### config.mk
export PLATFORM = sky130hd
export DESIGN_NAME = serial_frame_tx
export DESIGN_NICKNAME = d
export VERILOG_FILES = /design/src/rtl/serial_frame_tx.sv
export SDC_FILE = /design/constraint.sdc
export NUM_CORES = 1
export LEC_CHECK = 0
export BUFFER_PORTS_ARGS = -buffer_cell sky130_fd_sc_hd__buf_2
export CAP_MARGIN = 20
export CORE_UTILIZATION = 53
export CTS_BUF_LIST = sky130_fd_sc_hd__clkbuf_16
export CTS_CLUSTER_SIZE = 8
export DETAILED_ROUTE_END_ITERATION = 8
export GPL_ROUTABILITY_DRIVEN = 0
export PLACE_DENSITY = 0.76
export SLEW_MARGIN = 20
export SYNTH_ARGS = -nofsm -noshare
export SYNTH_HDL_FRONTEND = slang
export SYNTH_SLANG_ARGS = --single-unit
### constraint.sdc
create_clock -name CLK -period 2.2 [get_ports CLK]
set_clock_uncertainty 0.1 [all_clocks]
set_input_delay 0.11 -clock CLK [delete_from_list [all_inputs] [get_ports CLK]]
set_output_delay 0.11 -clock CLK [all_outputs]
set_load 0.01 [all_outputs]
### src/rtl/serial_frame_tx.sv
// Serial frame transmitter: start bit, WIDTH data bits LSB first, even parity.
// All outputs are registered; next values are computed combinationally from state.
module serial_frame_tx #(
    parameter int WIDTH = 8
) (
    input  logic             CLK,
    input  logic             RESET,
    input  logic             start,
    input  logic [WIDTH-1:0] data,
    output logic             x,
    output logic             busy,
    output logic             done,
    output logic [1:0]       S
);

    localparam int CW = $clog2(WIDTH);

    typedef enum logic [1:0] {
        ST_IDLE   = 2'b00,
        ST_START  = 2'b01,
        ST_DATA   = 2'b10,
        ST_PARITY = 2'b11
    } state_t;

    state_t           r_state;
    state_t           w_state_nxt;
    logic [WIDTH-1:0] r_shift;
    logic [WIDTH-1:0] w_shift_nxt;
    logic [CW-1:0]    r_cnt;
    logic [CW-1:0]    w_cnt_nxt;
    logic             r_par;
    logic             w_par_nxt;
    logic             r_x;
    logic             w_x_nxt;
    logic             r_done;
    logic             w_done_nxt;

    always_ff @(posedge CLK or negedge RESET) begin
        if (!RESET) begin
            r_state <= ST_IDLE;
            r_shift <= '0;
            r_cnt   <= '0;
            r_par   <= 1'b0;
            r_x     <= 1'b0;
            r_done  <= 1'b0;
        end else begin
            r_state <= w_state_nxt;
            r_shift <= w_shift_nxt;
            r_cnt   <= w_cnt_nxt;
            r_par   <= w_par_nxt;
            r_x     <= w_x_nxt;
            r_done  <= w_done_nxt;
        end
    end

    // x is loaded with the value belonging to the state being entered,
    // so the line changes on the same edge as S.
    always_comb begin
        w_state_nxt = r_state;
        w_shift_nxt = r_shift;
        w_cnt_nxt   = r_cnt;
        w_par_nxt   = r_par;
        w_x_nxt     = 1'b0;
        w_done_nxt  = 1'b0;
        case (r_state)
            ST_IDLE: begin
                if (start) begin
                    w_state_nxt = ST_START;
                    w_shift_nxt = data;
                    w_par_nxt   = ^data;
                    w_cnt_nxt   = '0;
                    w_x_nxt     = 1'b1;
                end
            end
            ST_START: begin
                w_state_nxt = ST_DATA;
                w_x_nxt     = r_shift[0];
                w_shift_nxt = r_shift >> 1;
            end
            ST_DATA: begin
                w_cnt_nxt = r_cnt + 1'b1;
                if (r_cnt == CW'(WIDTH - 1)) begin
                    w_state_nxt = ST_PARITY;
                    w_x_nxt     = r_par;
                end else begin
                    w_x_nxt     = r_shift[0];
                    w_shift_nxt = r_shift >> 1;
                end
            end
            ST_PARITY: begin
                w_state_nxt = ST_IDLE;
                w_done_nxt  = 1'b1;
            end
            default: begin
                w_state_nxt = ST_IDLE;
            end
        endcase
    end

    assign x    = r_x;
    assign done = r_done;
    assign S    = r_state;
    assign busy = (r_state != ST_IDLE);

endmodule

# [Word level (Yosys, flattened, before mapping)]
# Index checks and enable logic that the tools add are counted.
[word_totals] output_inout_bits=5 register_bits=16 elab_cells=35
[classes] n_eq_ne=7 muxes=12 reduce_logical=9 add_sub_neg=1
[op_table] operator="8-bit one-hot mux with 3 select lines" n=1
[op_table] operator="8-bit 2-to-1 mux" n=2
[op_table] operator="2-bit one-hot mux with 4 select lines" n=1
[op_table] operator="8-bit XOR reduction" n=1
[op_table] operator="2-bit inequality test, second input constant" n=3
[op_table] operator="3-bit one-hot mux with 2 select lines" n=1
[op_table] operator="2-bit AND reduction" n=3
[op_table] operator="2-bit == test, second input constant" n=2
[op_table] operator="2-bit 2-to-1 mux" n=2
[op_table] operator="2-bit nonzero test" n=2
[op_table] operator="3-bit by 1-bit adder with 3-bit output, second input constant" n=1
[op_table] operator="3-bit == test, second input constant" n=1
[op_table] operator="1-bit 2-to-1 mux" n=3
[op_table] operator="3-bit 2-to-1 mux" n=1
[op_table] operator="1-bit one-hot mux with 3 select lines" n=1
[op_table] operator="3-bit AND reduction" n=1
[op_table] operator="3-bit nonzero test" n=1
[op_table] operator="2-bit by 1-bit == test with 1-bit output, second input constant" n=1
[op_table] operator="2-bit logical NOT" n=1

# [Longest topological paths before layout]
# Gate-level depths: netlist (run 1).
[depth] depth_word=3 ltp_mapped=7

# [Least setup slack after synthesis (run 1)]
# No wires, ideal clock.
[synth_timing] path_type="register to register" start="reg r_state[0], in the netlist S[0]" end="reg r_shift[2]" setup_slack_ps=499 path_buffers=1 period_less_slack_ps=1701 t_arrival_ps=1479 setup_ps=122 stages_incl_launch_ff=6 path_cell_list="dfrtp_1 > inv_1 > ha_1 > clkbuf_1 > mux2i_1 > a21oi_2"
[synth_via] elab_chain_cells=3 word_cells_on_any_way=8 cone_classes="4 x eq/ne; 1 x mux; 3 x reduce/logical"
[synth_lines] element="start: declaration" line_no="25" source="state_t r_state;"
[synth_lines] element="start signal: assignment" line_no="47" source="r_state <= w_state_nxt;"
[synth_lines] element="2-bit == test, or another cell as far along" line_no="65" source="case (r_state)"
[synth_lines] element="2-bit inequality test (no source line) or 3-bit nonzero test (tied branches)"
[synth_lines] element="3-bit AND reduction (no source line)"
[synth_lines] element="end signal: assignment" line_no="48" source="r_shift <= w_shift_nxt;"
[synth_lines] element="end: declaration" line_no="27" source="logic [WIDTH-1:0] r_shift;"
# Several ways; a longest one is shown, not always the timed one.
# A chain may end at the register's enable or synchronous reset.

# [Worst setup path after layout (run 1)]
[layout_timing] start="reg r_state[0], in the netlist S[0]" end="reg r_shift[1]"
# The elaborated chain is that of the path after synthesis.

==> results of run 1 <==
==> cells in the mapped netlist <==
library cell,instances,area share [%]
sky130_fd_sc_hd__nand2_1,2,0.84
sky130_fd_sc_hd__mux2i_1,8,9.0
sky130_fd_sc_hd__nor2_1,9,3.8
sky130_fd_sc_hd__ha_1,7,9.8
sky130_fd_sc_hd__o21ai_0,7,3.9
sky130_fd_sc_hd__buf_2,1,0.56
sky130_fd_sc_hd__nor2b_1,1,0.70
sky130_fd_sc_hd__o32a_2,1,1.3
sky130_fd_sc_hd__nor2b_4,1,1.5
sky130_fd_sc_hd__inv_1,4,1.7
sky130_fd_sc_hd__a31oi_1,1,0.70
sky130_fd_sc_hd__dfrtp_1,16,45
sky130_fd_sc_hd__a21oi_2,2,2.0
sky130_fd_sc_hd__clkbuf_1,1,0.42
sky130_fd_sc_hd__nand3b_1,1,0.84
sky130_fd_sc_hd__buf_6,1,1.3
sky130_fd_sc_hd__a32oi_1,2,2.0
sky130_fd_sc_hd__xnor2_1,8,7.8
sky130_fd_sc_hd__a21oi_1,8,4.5
sky130_fd_sc_hd__nand3_1,1,0.56
sky130_fd_sc_hd__a211oi_4,1,2.2
==> cells by family after synthesis <==
family / count (synthesis)
compound gates: 22
flops: 16
simple gates: 15
xor+xnor: 8
mux: 8
buf+inv: 7
fa+ha+maj: 7
==> final timing paths <==
| check | start | endpoint | cells after the start |
|---|---|---|---|
| worst max-delay path | S[0]$_DFFE_PN0P_ | r_shift[1]$_DFFE_PN0P_ | 7 |
| worst min-delay path | data[7] | r_shift[7]$_DFFE_PN0P_ | 3 |
| worst max register to register | S[0]$_DFFE_PN0P_ | r_shift[1]$_DFFE_PN0P_ | 7 |
| worst min register to register | r_shift[2]$_DFFE_PN0P_ | r_shift[2]$_DFFE_PN0P_ | 2 |
| max in group asynchronous | RESET | r_shift[1]$_DFFE_PN0P_ | 2 |
| min in group asynchronous | RESET | r_cnt[0]$_DFFE_PN0P_ | 2 |
==> worst max-delay path: stages, from the launching register on <==
cell and delay, ns:
sky130_fd_sc_hd__dfrtp_1 0.41, sky130_fd_sc_hd__inv_1 0.13, sky130_fd_sc_hd__ha_1 0.30, sky130_fd_sc_hd__nor2b_4 0.27, sky130_fd_sc_hd__a211oi_4 0.04, sky130_fd_sc_hd__buf_4 0.21
sky130_fd_sc_hd__nor2_1 0.11, sky130_fd_sc_hd__a21oi_1 0.05
==> per-stage QoR <==
step | instance area, um^2 | power (mW)
2_1_floorplan | 895 | 1.19
3_3_place_gp | 977 | 1.34
3_5_place_dp | 977 | 1.37
4_1_cts | 1060 | 1.72
5_1_grt | 1060 | 1.84
6_report | 1060 | 1.70
==> layout make-up <==
class | count | area share [%]
multi-input combinational | 60 | 43.2
inverter | 4 | 1.41
clock buffer | 3 | 7.07
tap | 16 | 1.88
timing repair buffer | 17 | 8.72
sequential | 16 | 37.7
==> routing by layer <==
| metal | up-vias | track usage [%] | wire length (um) |
|---|---|---|---|
| li1 | 321 | - | - |
| met1 | 290 | 25.3 | 678 |
| met2 | 17 | 31.6 | 741 |
| met3 | 2 | 3.83 | 60 |
| met4 | 0 | 9.09 | 14 |
| met5 | - | 0 | 0 |
==> report_power, final <==
group	total, mW	internal (mW)	switching [mW]
combinational	0.826	0.384	0.442
clock	0.340	0.238	0.103
sequential	0.534	0.445	0.0892
total	1.70	1.07	0.634
==> what timing repair did <==
item / in CTS / in global routing
endpoints found under the hold margin: 16 / 0
hold buffers: 1 / 0
buffers inserted: 0 / 0
==> state kept, by name, summed over array words and instances (netlist names) <==
name and cells:
S 2, done 1, x 1, r_shift 8, r_par 1, r_cnt 3
==> results_dict.tcl, run 1 <==
set metrics [dict create \
    status "complete, no violations" \
    synth-warning-count 0 \
    irDropWorstVdd_mv 0.878 \
    post_synth.cell_area_avg_um2 10.8 \
    mux_share_of_post_synthesis_cell_area_pct 8.95 \
    vias_in_the_first_global_route 648 \
    initial_antenna_violation_count 0 \
    layout.area.seq_um2 400 \
    path_max_fanout 16 \
    timing.final.ws_setup_ns 0.458 \
    detail-route-antenna-nets 0 \
    multi_input_area_um2 459 \
    port_buffers 15 \
    route.vias.total 630 \
    synth_adder_area_share_pct 9.79 \
    boundaryPins 16 \
    final_period_minus_worst_setup_slack_ns 1.74 \
    grt_first_pass_wirelength_um 2710 \
    wl_per_cell_um 12.9 \
    timing.final.setup_violations 0 \
    compound_cell_area_share_of_the_yosys_netlist_pct 16.5 \
    n_antenna_cell 0 \
    most_frequent_standard_cell_in_the_layout_excluding_fill_and_tap_cells "sky130_fd_sc_hd__dfrtp_1" \
    worst_pin_slew_ns 0.424 \
    fmax_ghz 0.574 \
    synth.lib_cells_used.distinct 21 \
    critPathLaunchType "register" \
    synth.yosys.seq_area_share_pct 44.8 \
    clock_net_sink_count 16 \
    worstHoldPathType "in -> reg" \
    layout_common_cells "sky130_fd_sc_hd__dfrtp_1 (16), sky130_fd_sc_hd__buf_2 (15), sky130_fd_sc_hd__nor2_1 (9)" \
    grt_max_degree 17 \
    grt_usage_pct 19.7 \
    synth_top_family_by_area "compound AO/OA/AOI/OAI gates" \
    clk-insertion-delay-late_ns 0.24 \
    synth-xor-area-share_pct 7.83 \
    initial_core_util_pct 58.0 \
    worst_path_required_time_ns 2.22 \
    numCtsBuffers 3 \
    drt-total-wl_um 1500 \
    floorplan.die.height_um 43.1 \
    max_cap_violations 0 \
    area_growth_syn_to_layout_pct 18.7 \
    hold_violations 0 \
    die_w_um 43.1 \
    end_kind "register" \
    layout.filler_cells 118 \
    clk_transition_reported_paths_ns 0.05 \
    syn_nets 101 \
    fin_crit_sh_pct 79.2 \
    viasPerCell 5.43 \
    cts.path.max_buffers 2 \
    layout-drive-gt1-share_pct 24.0 \
    core_area_um2 1540 \
    synthSimpleGateAreaFrac_pct 8.25 \
    cts.htree.levels 1 \
    dp_worst_setup_slack_ns 0.461 \
    flip_flop_and_latch_count_after_synthesis 16 \
    detailed_place_hpwl_um 1140 \
    worst-endpoint-arrival_ns 1.76 \
    synthCells 83 \
    power_density_nw_per_um2 1600 \
    power.static_leakage_nw 0.496 \
    timing.final.max_slew_violations 0 \
    cts_resized 0 \
    drt_pre_antenna_iters 4 \
    number_of_violations_reported_at_the_end_of_detailed_routing_iteration_0 8 \
    setup.worst_path.class "reg -> reg" \
    fp.dieArea_um2 1860 \
    max-slew-margin-rel_pct 71.7 \
    tritoncts_clock_tree "done" \
    final_core_util_pct 68.9 \
    r2r_slack_ns 0.46 \
    rows 14 \
    drcViolationCount 0 \
    numPlacedInstances 112 \
    final_cells 116 \
    rsz_0062_raised_after_global_routing "false" \
    globalRoute.totalOverflow 0 \
    hold_slack_ns 0.0349 \
    totalNegativeSetupSlack_ns 0 \
    cts.root.buffer_cell "sky130_fd_sc_hd__clkbuf_16" \
    synth.cell_area_um2 895 \
    nNetsFinal 120 \
]
Note: power is estimated with default switching activity, not from simulation.
==> run 2, diff against run 1 <==
==> constraint.sdc (replaced) <==
create_clock -name CLK -period 1.77 [get_ports CLK]
set_clock_uncertainty 0.1 [all_clocks]
set_input_delay 0.0885 -clock CLK [delete_from_list [all_inputs] [get_ports CLK]]
set_output_delay 0.0885 -clock CLK [all_outputs]
set_load 0.01 [all_outputs]
==> run 2 against run 1 <==
Net effect: utilization is 2.3 points higher; flip-flop and latch count stayed put; clock power up 25%; global-route usage up 1.4 points; total power is 31% higher; hold slack lost 0.015 ns; routed wire length up 9.4%; critical endpoint is now r_shift[0]$_DFFE_PN0P_; largest power group unchanged; highest routed layer unchanged.
==> results_dict.tcl, run 2 (synthesized netlist as in run 1, its figures left out) <==
set metrics [dict create \
    clk_transition_reported_paths_ns 0.05 \
    dp_worst_setup_slack_ns 0.108 \
    timing.final.ws_setup_ns 0.111 \
    initial_antenna_violation_count 0 \
    final_cells 119 \
    route.vias.total 649 \
    power_switching_uw 825 \
    largest-register "r_shift" \
    rsz_0062_raised_after_global_routing "false" \
    clock_net_sink_count 16 \
    rr_startpoint "r_cnt[0]$_DFFE_PN0P_" \
    worstHoldPathType "in -> reg" \
    largest_reg_flops 8 \
    fin_crit_sh_pct 93.7 \
    global_route.usage.met2_pct 33.4 \
    path_max_fanout 16 \
    final_core_util_pct 71.2 \
    fp.dieArea_um2 1860 \
    worstHoldPathCells 3 \
    cts.root.buffer_cell "sky130_fd_sc_hd__clkbuf_16" \
    numCtsBuffers 3 \
    capturing_element_of_the_worst_setup_path "r_shift[0]$_DFFE_PN0P_" \
    numPlacedInstances 115 \
    max_cap_violations 0 \
    viasPerCell 5.45 \
    status "complete, no violations" \
    global_route.usage.met1_pct 27.0 \
    grtUsageMet3_pct 6.38 \
    grt_usage_pct 21.0 \
    clk-insertion-delay-late_ns 0.24 \
    setup.worst_path.class "reg -> reg" \
    n_antenna_cell 0 \
    drcViolationCount 0 \
    regToRegEndpoint "r_shift[0]$_DFFE_PN0P_" \
    layout.filler_cells 123 \
    final_period_minus_worst_setup_slack_ns 1.66 \
    max-slew-margin-rel_pct 76.0 \
    power.static_leakage_nw 0.517 \
    grt_first_pass_wirelength_um 2790 \
    die_w_um 43.1 \
    vias_in_the_first_global_route 654 \
    swShare_pct 37.0 \
    layout-drive-gt1-share_pct 26.2 \
    drt_pre_antenna_iters 4 \
    nNetsFinal 123 \
    cts.htree.levels 1 \
    irDropWorstVdd_mv 1.20 \
    drt-total-wl_um 1640 \
    worst_setup_path_startpoint "r_cnt[0]$_DFFE_PN0P_" \
    internal_power_mw 1.40 \
    ff2ff_path_depth 6 \
    total_power_mw 2.23 \
    worst_path_required_time_ns 1.83 \
    worst-endpoint-arrival_ns 1.72 \
    power_density_nw_per_um2 2030 \
    timing.final.setup_violations 0 \
    initial_core_util_pct 58.0 \
    cts.path.max_buffers 2 \
    critPathLaunchType "register" \
    seq_power_share_pct 29.7 \
    layout_common_cells "sky130_fd_sc_hd__dfrtp_1 (16), sky130_fd_sc_hd__buf_2 (15), sky130_fd_sc_hd__nor2_1 (9)" \
    wl_per_cell_um 13.7 \
    r2r_slack_ns 0.11 \
    grt_max_degree 17 \
    boundaryPins 16 \
    detail-route-antenna-nets 0 \
    rows 14 \
    totalNegativeSetupSlack_ns 0 \
    number_of_violations_reported_at_the_end_of_detailed_routing_iteration_0 8 \
    clock_power_share_pct 19.1 \
    detailed_place_hpwl_um 1140 \
    tritoncts_clock_tree "done" \
    gr-max-usage-layer "met2" \
    timing.final.max_slew_violations 0 \
    core_area_um2 1540 \
    hold_violations 0 \
    port_buffers 15 \
    globalRoute.totalOverflow 0 \
    area_growth_syn_to_layout_pct 22.7 \
    p_comb_share_pct 51.2 \
    fmax_ghz 0.603 \
    timing.hold.worst.start "data[7]" \
    worst_pin_slew_ns 0.359 \
    floorplan.die.height_um 43.1 \
    end_kind "register" \
    most_frequent_standard_cell_in_the_layout_excluding_fill_and_tap_cells "sky130_fd_sc_hd__dfrtp_1" \
]
-- run 2: what timing repair did --
| item | CTS | global route |
|---|---|---|
| setup buffers | 0 | 0 |
| resized for setup | 0 | 0 |
| setup endpoints to repair | 0 | 3 |
| hold endpoints to repair | 16 | 0 |
| hold buffers | 1 | 0 |
-- run 2: layer usage --
metal | wire, um | part of all wire (%)
met1 | 741 | 45
met2 | 813 | 50
met3 | 57 | 3.5
met4 | 23 | 1.4
met5 | 0 | 0
-- run 2: cell type report --
type                    count  area (um^2)  share of cell area, %
multi-input cells          60          459                   41.8
flip-flops and latches     16          400                   36.5
repair buffers             20          128                   11.6
clock buffers               3         75.1                   6.84
well taps                  16         20.0                   1.82
inverters                   4         15.0                   1.37
-- run 2: power groups by stage --
| stage | Sequential [mW] | Clock (mW) | Combinational (mW) |
|---|---|---|---|
| floorplan | 0.664 | 0 | 0.813 |
| global placement | 0.658 | 0 | 1.10 |
| detailed placement | 0.663 | 0 | 1.14 |
| CTS | 0.663 | 0.432 | 1.16 |
| global route | 0.683 | 0.446 | 1.29 |
| finish | 0.662 | 0.426 | 1.14 |
-- run 2: through the flow --
step | cell area, um^2 | hold slack, ns
final | 1100 | 0.0200
after floorplan | 895 | -0.307
after detailed placement | 1010 | -0.0795
after global placement | 1010 | -0.0787
after CTS | 1100 | 0.0206
after global routing | 1100 | 0.0314
-- run 2: worst min path at each step --
| stage | to | slack (ns) |
|---|---|---|
| global placement | done$_DFF_PN0_ | -0.08 |
| floorplan | S[0]$_DFFE_PN0P_ | -0.31 |
| CTS | r_shift[7]$_DFFE_PN0P_ | 0.02 |
| global route | r_shift[7]$_DFFE_PN0P_ | 0.03 |
| finish | r_shift[7]$_DFFE_PN0P_ | 0.02 |
| detailed placement | S[0]$_DFFE_PN0P_ | -0.08 |
-- run 2: critical path, stage by stage (launching register included) --
cell and delay [ns]:
sky130_fd_sc_hd__dfrtp_1 0.40, sky130_fd_sc_hd__ha_1 0.21, sky130_fd_sc_hd__ha_1 0.24, sky130_fd_sc_hd__a211oi_4 0.27
sky130_fd_sc_hd__buf_12 0.17, sky130_fd_sc_hd__nor2_1 0.04, sky130_fd_sc_hd__a21oi_1 0.13
